<file path="src/rtl/row_pair_packer_pkg.sv">
// Shared types and conversion helper for the row DWT 9/7 front end.
// ROW_PAIR_PACKER_DC_SHIFT_EN selects unsigned input with DC level shift.
package row_pair_packer_pkg;

  localparam int DEF_DATA_W = 16;

  typedef enum logic {
    EVEN = 1'b0,
    ODD  = 1'b1
  } state_t;

  typedef struct packed {
    logic [DEF_DATA_W-1:0] odd;
    logic [DEF_DATA_W-1:0] even;
  } pair_t;

  // Pixel to fixed point: optional level shift, sign extend, align.
  // Result is masked to dw bits; caller takes the low dw bits.
  function automatic logic [63:0] to_fixed(
    input logic [63:0] p,
    input int          pw,
    input int          sh,
    input int          dw
  );
    logic [63:0] msk;
    logic [63:0] v;
    msk = (64'd1 << pw) - 64'd1;
    v   = p & msk;
`ifdef ROW_PAIR_PACKER_DC_SHIFT_EN
    v = v - (64'd1 << (pw - 1));
`else
    if (((v >> (pw - 1)) & 64'd1) != 64'd0) begin
      v = v | ~msk;
    end
`endif
    v = v << sh;
    v = v & ((64'd1 << dw) - 64'd1);
    return v;
  endfunction

endpackage

</file>
<file path="src/rtl/row_pair_packer.sv">
// Packs raster pixels into {odd, even} pairs for the row DWT 9/7.
// ROW_PAIR_PACKER_DC_SHIFT_EN: input unsigned, level shift applied.
module row_pair_packer
  import row_pair_packer_pkg::*;
#(
  parameter int PixelWidth      = 8,
  parameter int DataWidth       = 16,
  parameter int InShift         = 6,
  parameter int MaximumSideSize = 512
) (
  input  logic                   clk_i,
  input  logic                   rst_i,
  output logic                   s_ready_o,
  input  logic                   s_valid_i,
  input  logic                   s_sof_i,
  input  logic                   s_eol_i,
  input  logic [PixelWidth-1:0]  s_data_i,
  input  logic                   m_ready_i,
  output logic                   m_valid_o,
  output logic                   m_sof_o,
  output logic                   m_eol_o,
  output logic [2*DataWidth-1:0] m_data_o
);

  localparam int CW = $clog2(MaximumSideSize) + 1;

  if (PixelWidth + InShift > DataWidth) begin : g_width_chk
    $error("PixelWidth+InShift exceeds DataWidth");
  end

  state_t                 state, state_n;
  logic [DataWidth-1:0]   held, held_n;
  logic [DataWidth-1:0]   mirror, mirror_n;
  logic                   pair_sof, pair_sof_n;
  logic [CW-1:0]          col, col_n;
  logic [CW-1:0]          col_base, col_inc;
  logic                   valid_n, sof_n, eol_n;
  logic [2*DataWidth-1:0] data_n;
  logic [DataWidth-1:0]   conv;
  logic                   in_fire;
  logic                   even_slot;

  assign s_ready_o = !m_valid_o | m_ready_i;
  assign in_fire   = s_valid_i & s_ready_o;
  assign even_slot = (state == EVEN) | s_sof_i;

  assign conv = DataWidth'(to_fixed(
    64'(s_data_i), PixelWidth, InShift, DataWidth));

  // Next state, pair assembly and output register load.
  always_comb begin
    state_n    = state;
    held_n     = held;
    mirror_n   = mirror;
    pair_sof_n = pair_sof;
    col_n      = col;
    valid_n    = m_valid_o & ~m_ready_i;
    data_n     = m_data_o;
    sof_n      = m_sof_o;
    eol_n      = m_eol_o;
    col_base   = s_sof_i ? '0 : col;
    col_inc    = (col_base == CW'(MaximumSideSize))
               ? col_base : col_base + 1'b1;
    if (in_fire) begin
      if (even_slot) begin
        if (s_eol_i) begin
          valid_n = 1'b1;
          data_n  = {(col_base == '0) ? conv : mirror,
                     conv};
          sof_n   = s_sof_i;
          eol_n   = 1'b1;
          state_n = EVEN;
          col_n   = '0;
        end else begin
          held_n     = conv;
          pair_sof_n = s_sof_i;
          state_n    = ODD;
          col_n      = col_inc;
        end
      end else begin
        valid_n  = 1'b1;
        data_n   = {conv, held};
        sof_n    = pair_sof;
        eol_n    = s_eol_i;
        mirror_n = conv;
        state_n  = EVEN;
        col_n    = s_eol_i ? '0 : col_inc;
      end
    end
  end

  // State and datapath registers.
  always_ff @(posedge clk_i or posedge rst_i) begin
    if (rst_i) begin
      state     <= EVEN;
      held      <= '0;
      mirror    <= '0;
      pair_sof  <= 1'b0;
      col       <= '0;
      m_valid_o <= 1'b0;
      m_sof_o   <= 1'b0;
      m_eol_o   <= 1'b0;
      m_data_o  <= '0;
    end else begin
      state     <= state_n;
      held      <= held_n;
      mirror    <= mirror_n;
      pair_sof  <= pair_sof_n;
      col       <= col_n;
      m_valid_o <= valid_n;
      m_sof_o   <= sof_n;
      m_eol_o   <= eol_n;
      m_data_o  <= data_n;
    end
  end

  a_col_bound : assert property (
    @(posedge clk_i) disable iff (rst_i)
    col <= CW'(MaximumSideSize));

  a_hold : assert property (
    @(posedge clk_i) disable iff (rst_i)
    (m_valid_o && !m_ready_i) |=>
    (m_valid_o && $stable(m_data_o) &&
     $stable(m_sof_o) && $stable(m_eol_o)));

endmodule

</file>
<file path="config.mk">
export PLATFORM = sky130hd
export DESIGN_NAME = row_pair_packer
export DESIGN_NICKNAME = d
export VERILOG_FILES = /design/src/rtl/row_pair_packer_pkg.sv /design/src/rtl/row_pair_packer.sv
export SDC_FILE = /design/constraint.sdc
export NUM_CORES = 1
export LEC_CHECK = 0
export ABC_AREA = 1
export ABC_CLOCK_PERIOD_IN_PS = 1700
export CAP_MARGIN = 20
export CELL_PAD_IN_SITES_DETAIL_PLACEMENT = 2
export CELL_PAD_IN_SITES_GLOBAL_PLACEMENT = 2
export CORE_MARGIN = 2
export CORE_UTILIZATION = 26
export CTS_BUF_LIST = sky130_fd_sc_hd__clkbuf_16
export CTS_CLUSTER_SIZE = 24
export DETAILED_ROUTE_END_ITERATION = 6
export PLACE_DENSITY = 0.79
export SLEW_MARGIN = 20
export SYNTH_ARGS = -nofsm -noshare
export SYNTH_HDL_FRONTEND = slang
export SYNTH_SLANG_ARGS = --single-unit
</file>
<file path="constraint.sdc">
create_clock -name clk_i -period 1.7 [get_ports clk_i]
set_clock_uncertainty 0.05 [all_clocks]
set_input_delay 0.51 -clock clk_i [delete_from_list [all_inputs] [get_ports clk_i]]
set_output_delay 0.51 -clock clk_i [all_outputs]
set_load 0.005 [all_outputs]
</file>
* Yosys cells after proc, flatten, opt, wreduce, memory -nomap -nowiden
Index checks and enable logic that the tools add are counted.
Word-level totals: register bits 67, bits in latches 0, RAM bits 0, ROM bits 0, input port bits 14, output and inout port bits 36, logic and storage cells 41, memories kept 0
Cells by class: add/sub/neg operators 1, multiply operators 0, divide/modulo/power cells 0, $lt $le $gt $ge 0, eq/ne operators 2, shift operators 0, multiplexer cells 16, bitwise operators 8, reductions and logical operators 5
Operators by type and width (count):
- $mux 32 | 2
- $mux 10 | 4
- $mux 16 | 1
- $add 10x1->10 const B | 1
- $eq 10x10->1 const B | 1
- $logic_not 10->1 | 1
- $mux 1 | 9
- $not 1->1 | 4
- $reduce_and 2->1 | 2
- $reduce_and 3->1 | 1
- $and 1x1->1 | 2
- $ne 2x2->1 const B | 1
- $or 1x1->1 | 2
- $logic_not 1->1 | 1

* Logic depth before layout (Yosys ltp)
word-level depth 5, depth in mapped cells 11, gate-level depth less buffers 10

* Worst setup path before layout
OpenSTA, ideal clock, no wires.
kind in2reg, start point in s_sof_i, end point reg col[8], library setup time 83 ps, data arrival time 1575 ps, path slack -7 ps, stages on the path 11, cell sequence inv_2 > buf_6 > nand2_1 > inv_1 > ha_1 > nand2_1 > inv_1 > nand3_1 > o21ai_0 > nand2_1 > o21ai_0
Between the ends: cells in the longest elaborated chain, start to end 4, elaborated cells on any way between the ends 5, those cells by class 1 x add/sub; 1 x eq/ne; 3 x mux
RTL lines:
- from (decl) | line row_pair_packer.sv:15 | input logic s_sof_i,
- $mux 10 * | line row_pair_packer.sv:61 | col_base = s_sof_i ? '0 : col;
- $add 10x1->10 or $eq 10x10->1 (tied branches) | line row_pair_packer.sv:63, row_pair_packer.sv:62
- $mux 10 * | line row_pair_packer.sv:63 | ? col_base : col_base + 1'b1;
- $mux 10 * | line row_pair_packer.sv:66, row_pair_packer.sv:87
- to (signal assigned) | line row_pair_packer.sv:109 | col <= col_n;
- to (decl) | line row_pair_packer.sv:35 | logic [CW-1:0] col, col_n;
Every way passes the cells marked *; elsewhere a longest branch is shown, timed or not. A chain may end at the register's enable or synchronous reset.

* Worst setup path in the final report
start point in s_eol_i, end point reg m_data_o[22]
Between the ends: cells in the longest elaborated chain, start to end 2
RTL lines:
- from (decl) | line row_pair_packer.sv:16 | input logic s_eol_i,
- $ne 2x2->1 (no line)
- $reduce_and 2->1 (no line)
- to (signal assigned) | line row_pair_packer.sv:113 | m_data_o <= data_n;
- to (decl) | line row_pair_packer.sv:22 | output logic [2*DataWidth-1:0] m_data_o
Every way passes these cells.

==> results.txt <==
CP dominant cell by count = nor2_4
Status = finished, final reports clean
Highest routed layer = met4
FP Rows = 35
Routed wl met2 = 4.90 mm
DRC violations left = 0
Post-route ant nets = 0
Avg WL per Cell = 18.4 um
Post-synth top area cell = dfrtp_1
Setup violators final = 0
Critical path fanouts, max = 12
First DRT Iteration DRCs = 83
Vias = 2,369
Final period utilization = 96.4%
Ys flop type = dfrtp_1
Boundary pin count = 50
Minimum clock period = 1.64 ns
CP required = 1.88 ns
Finished Cell Area = 0.00351 sq mm
Core Box Area = 0.00911 sq mm
Crit path largest cell delay = 0.55 ns
EDFF count, synth = 0
Clk pin slew, worst setup/hold paths = 0.07 ns
Final Max Slew Viols = 0
Synth top area cells = dfrtp_1 49%, nand2_1 15%, inv_1 5.5%
Die Footprint = 0.0101 sq mm
Num CTS Buffers = 5
Endpoints failing hold = 0
VDD IR-drop max = 464 uV
Met1 WL = 3.71 mm
Pwr Total = 3.53 mW
R2R cell count = 9
Vias in the first global route = 2,767
Number of synthesized register bits = 47
Final Net Count = 404
Yosys cell types = 27
Die Ht = 100 um
Area grow syn2layout = 45.6%
Seq/Total Area, Yosys = 48.8%
Critical Path Sink Type = flop
Placed Cells = 476
HPWL Detailed = 5.87 mm
PwrDens = 1010 mW/mm^2
Post-route insts no fill = 500
Worst-skew pair later-pin latency = 0.29 ns
DRT Wirelength = 9.18 mm
Initial antenna violation count = 0
Max cap viols = 0
Antenna fix cells = 0
Total negative setup slack = 0 ns
Placed instance area = 0.00311 sq mm
Total track usage = 19.1%
Top cell type's share of synthesized area = 48.8%
DR vias/cell = 4.74
Highest clock rate = 0.610 GHz
H-tree Lvls = 2
CP Data Arrival Time = 1.82 ns
Crit-path slowest cell = clkdlybuf4s50_1
Clock sinks = 47
Critical path class = in -> reg
Post-Syn Area = 0.00241 sq mm
Hold crit path type = reg -> reg
Hold depth = 2
Pre-CTS WS = -0.683 ns
Pre-antenna DRT Iters = 4
Synthesized instance count = 307
Leak = 1.84 nW
Met3 Wirelength = 287 um
Total grt overflow = 0
Die X = 100 um
Clock buffer depth = 2
Crit start category = input pin
Fin worst setup slack = 0.0605 ns
Initial Util = 26.5%
RSZ-0062 raised after global routing = no
Synth Warn # = 0
First-pass GRT wire length = 14.7 mm
Synthesized area per cell = 7.85 sq um
Largest net degree at the start of global routing = 35
Clock root buffer = clkbuf_16
Share of cells above drive strength 1 = 23.1%
Post-synth ARST share = 100%
Worst path cell trace = clkdlybuf4s50_1, nor2_4, nor2_4, buf_4, buf_16, nand3_1, nand2_1
Routability cong. = 0.778
IO buf count = 37
TritonCTS clock tree = yes
==> cells in the final DEF (no fill, tap or decap), types with 2 or more instances in the layout <==
cell type        Yosys  final
nand3_4              1      2
a31oi_1              8      8
buf_6                1      4
buf_4               16     39
nor2_1              20     17
clkinvlp_4           0      2
buf_16               0      2
nand3_1             23     22
clkdlybuf4s50_1      0     11
conb_1               1     12
inv_2                2      5
nand2_4              1      3
dlygate4sd2_1        0     17
nand2_1             96     90
xor2_1               3      3
inv_1               35     31
buf_12               0      5
nand4_1              3      3
dlymetal6s2s_1       0      7
buf_2                4      2
o21ai_1              3      6
o21ai_0             25     20
nor2_4               1      4
clkbuf_16            0      5
o21ai_2              0      2
dfrtp_1             47     47
nand2_2              5      9
==> state kept, by name, indices dropped and copies added (netlist names) <==
| name | count |
|---|---|
| m_data_o | 16 |
| col | 10 |
| held | 8 |
| mirror | 8 |
| m_eol_o | 1 |
| m_sof_o | 1 |
| m_valid_o | 1 |
| pair_sof | 1 |
| state | 1 |
==> synthesized netlist by cell type (2+ instances only) <==
master,number
buf_2,4
nor2_1,20
o21ai_1,3
xor2_1,3
o21ai_0,25
nand2_1,96
nand3_1,23
nor3_1,2
ha_1,2
clkbuf_1,3
nand2_2,5
nand4_1,3
inv_1,35
inv_2,2
a31oi_1,8
dfrtp_1,47
buf_4,16
==> repair_timing <==
item / 4_1_cts / 5_1_grt
setup buffers: 14 / 0
setup endpoints to repair: 67 / 20
cloned: 2 / 0
gates resized for setup: 41 / 25
hold buffers: 0 / 0
pin swaps: 6 / 5
==> per-stage QoR <==
stage	util (%)	hold slack, ns
floorplan	-	0.403
global placement	34.1	0.418
detailed placement	34.1	0.431
CTS	37.8	0.448
global route	38.5	0.476
finish	38.5	0.438
==> path summary, 6_finish.rpt <==
path | start | endpoint | slack (ns)
setup / recovery | s_eol_i | m_data_o[22] | 0.06
hold reg to reg | m_data_o[28] | m_data_o[28] | 0.44
min in group asynchronous | rst_i | col[8] | 0.51
setup reg to reg | col[6] | col[9] | 0.15
max in group asynchronous | rst_i | held[8] | 0.88
hold / removal | m_data_o[28] | m_data_o[28] | 0.44
==> worst max-delay path, delay by kind of cell <==
family	cells	cell delay, ns
buffers and inverters	3	0.85
AND/OR/NAND/NOR	4	0.44
==> metal layers <==
metal	up-vias	GRT usage, %
met5	-	0
met2	53	34.8
li1	1099	-
met3	18	2.09
met1	1199	22.7
met4	0	8.01
==> where the power goes <==
group	internal, mW	total (mW)	switching, mW
registers	1.35	1.50	0.147
logic	0.509	1.03	0.525
clock network	0.543	0.993	0.450
total	2.41	3.53	1.12
==> cells by family (layout without fill, tap and decap cells) <==
family,after synthesis,in the layout,synth area share [%]
adder cells (fa/ha/maj),2,2,1.04
AND/OR/NAND/NOR,154,154,27.7
buffers and inverters,61,132,12.5
XOR/XNOR,3,3,1.09
AO/OA/AOI/OAI,39,39,8.72
other,1,12,0.156
flip-flops,47,47,48.8
==> final cells by class <==
class | count | area [sq um]
Clock buffer | 5 | 125
Multi-Input combinational cell | 210 | 1050
Inverter | 37 | 144
Fill cell | 1033 | 5600
Clock inverter | 3 | 20.0
Tap cell | 111 | 139
Timing Repair Buffer | 87 | 850
Sequential cell | 47 | 1180
No activity file was read; power rests on OpenSTA's default activity.
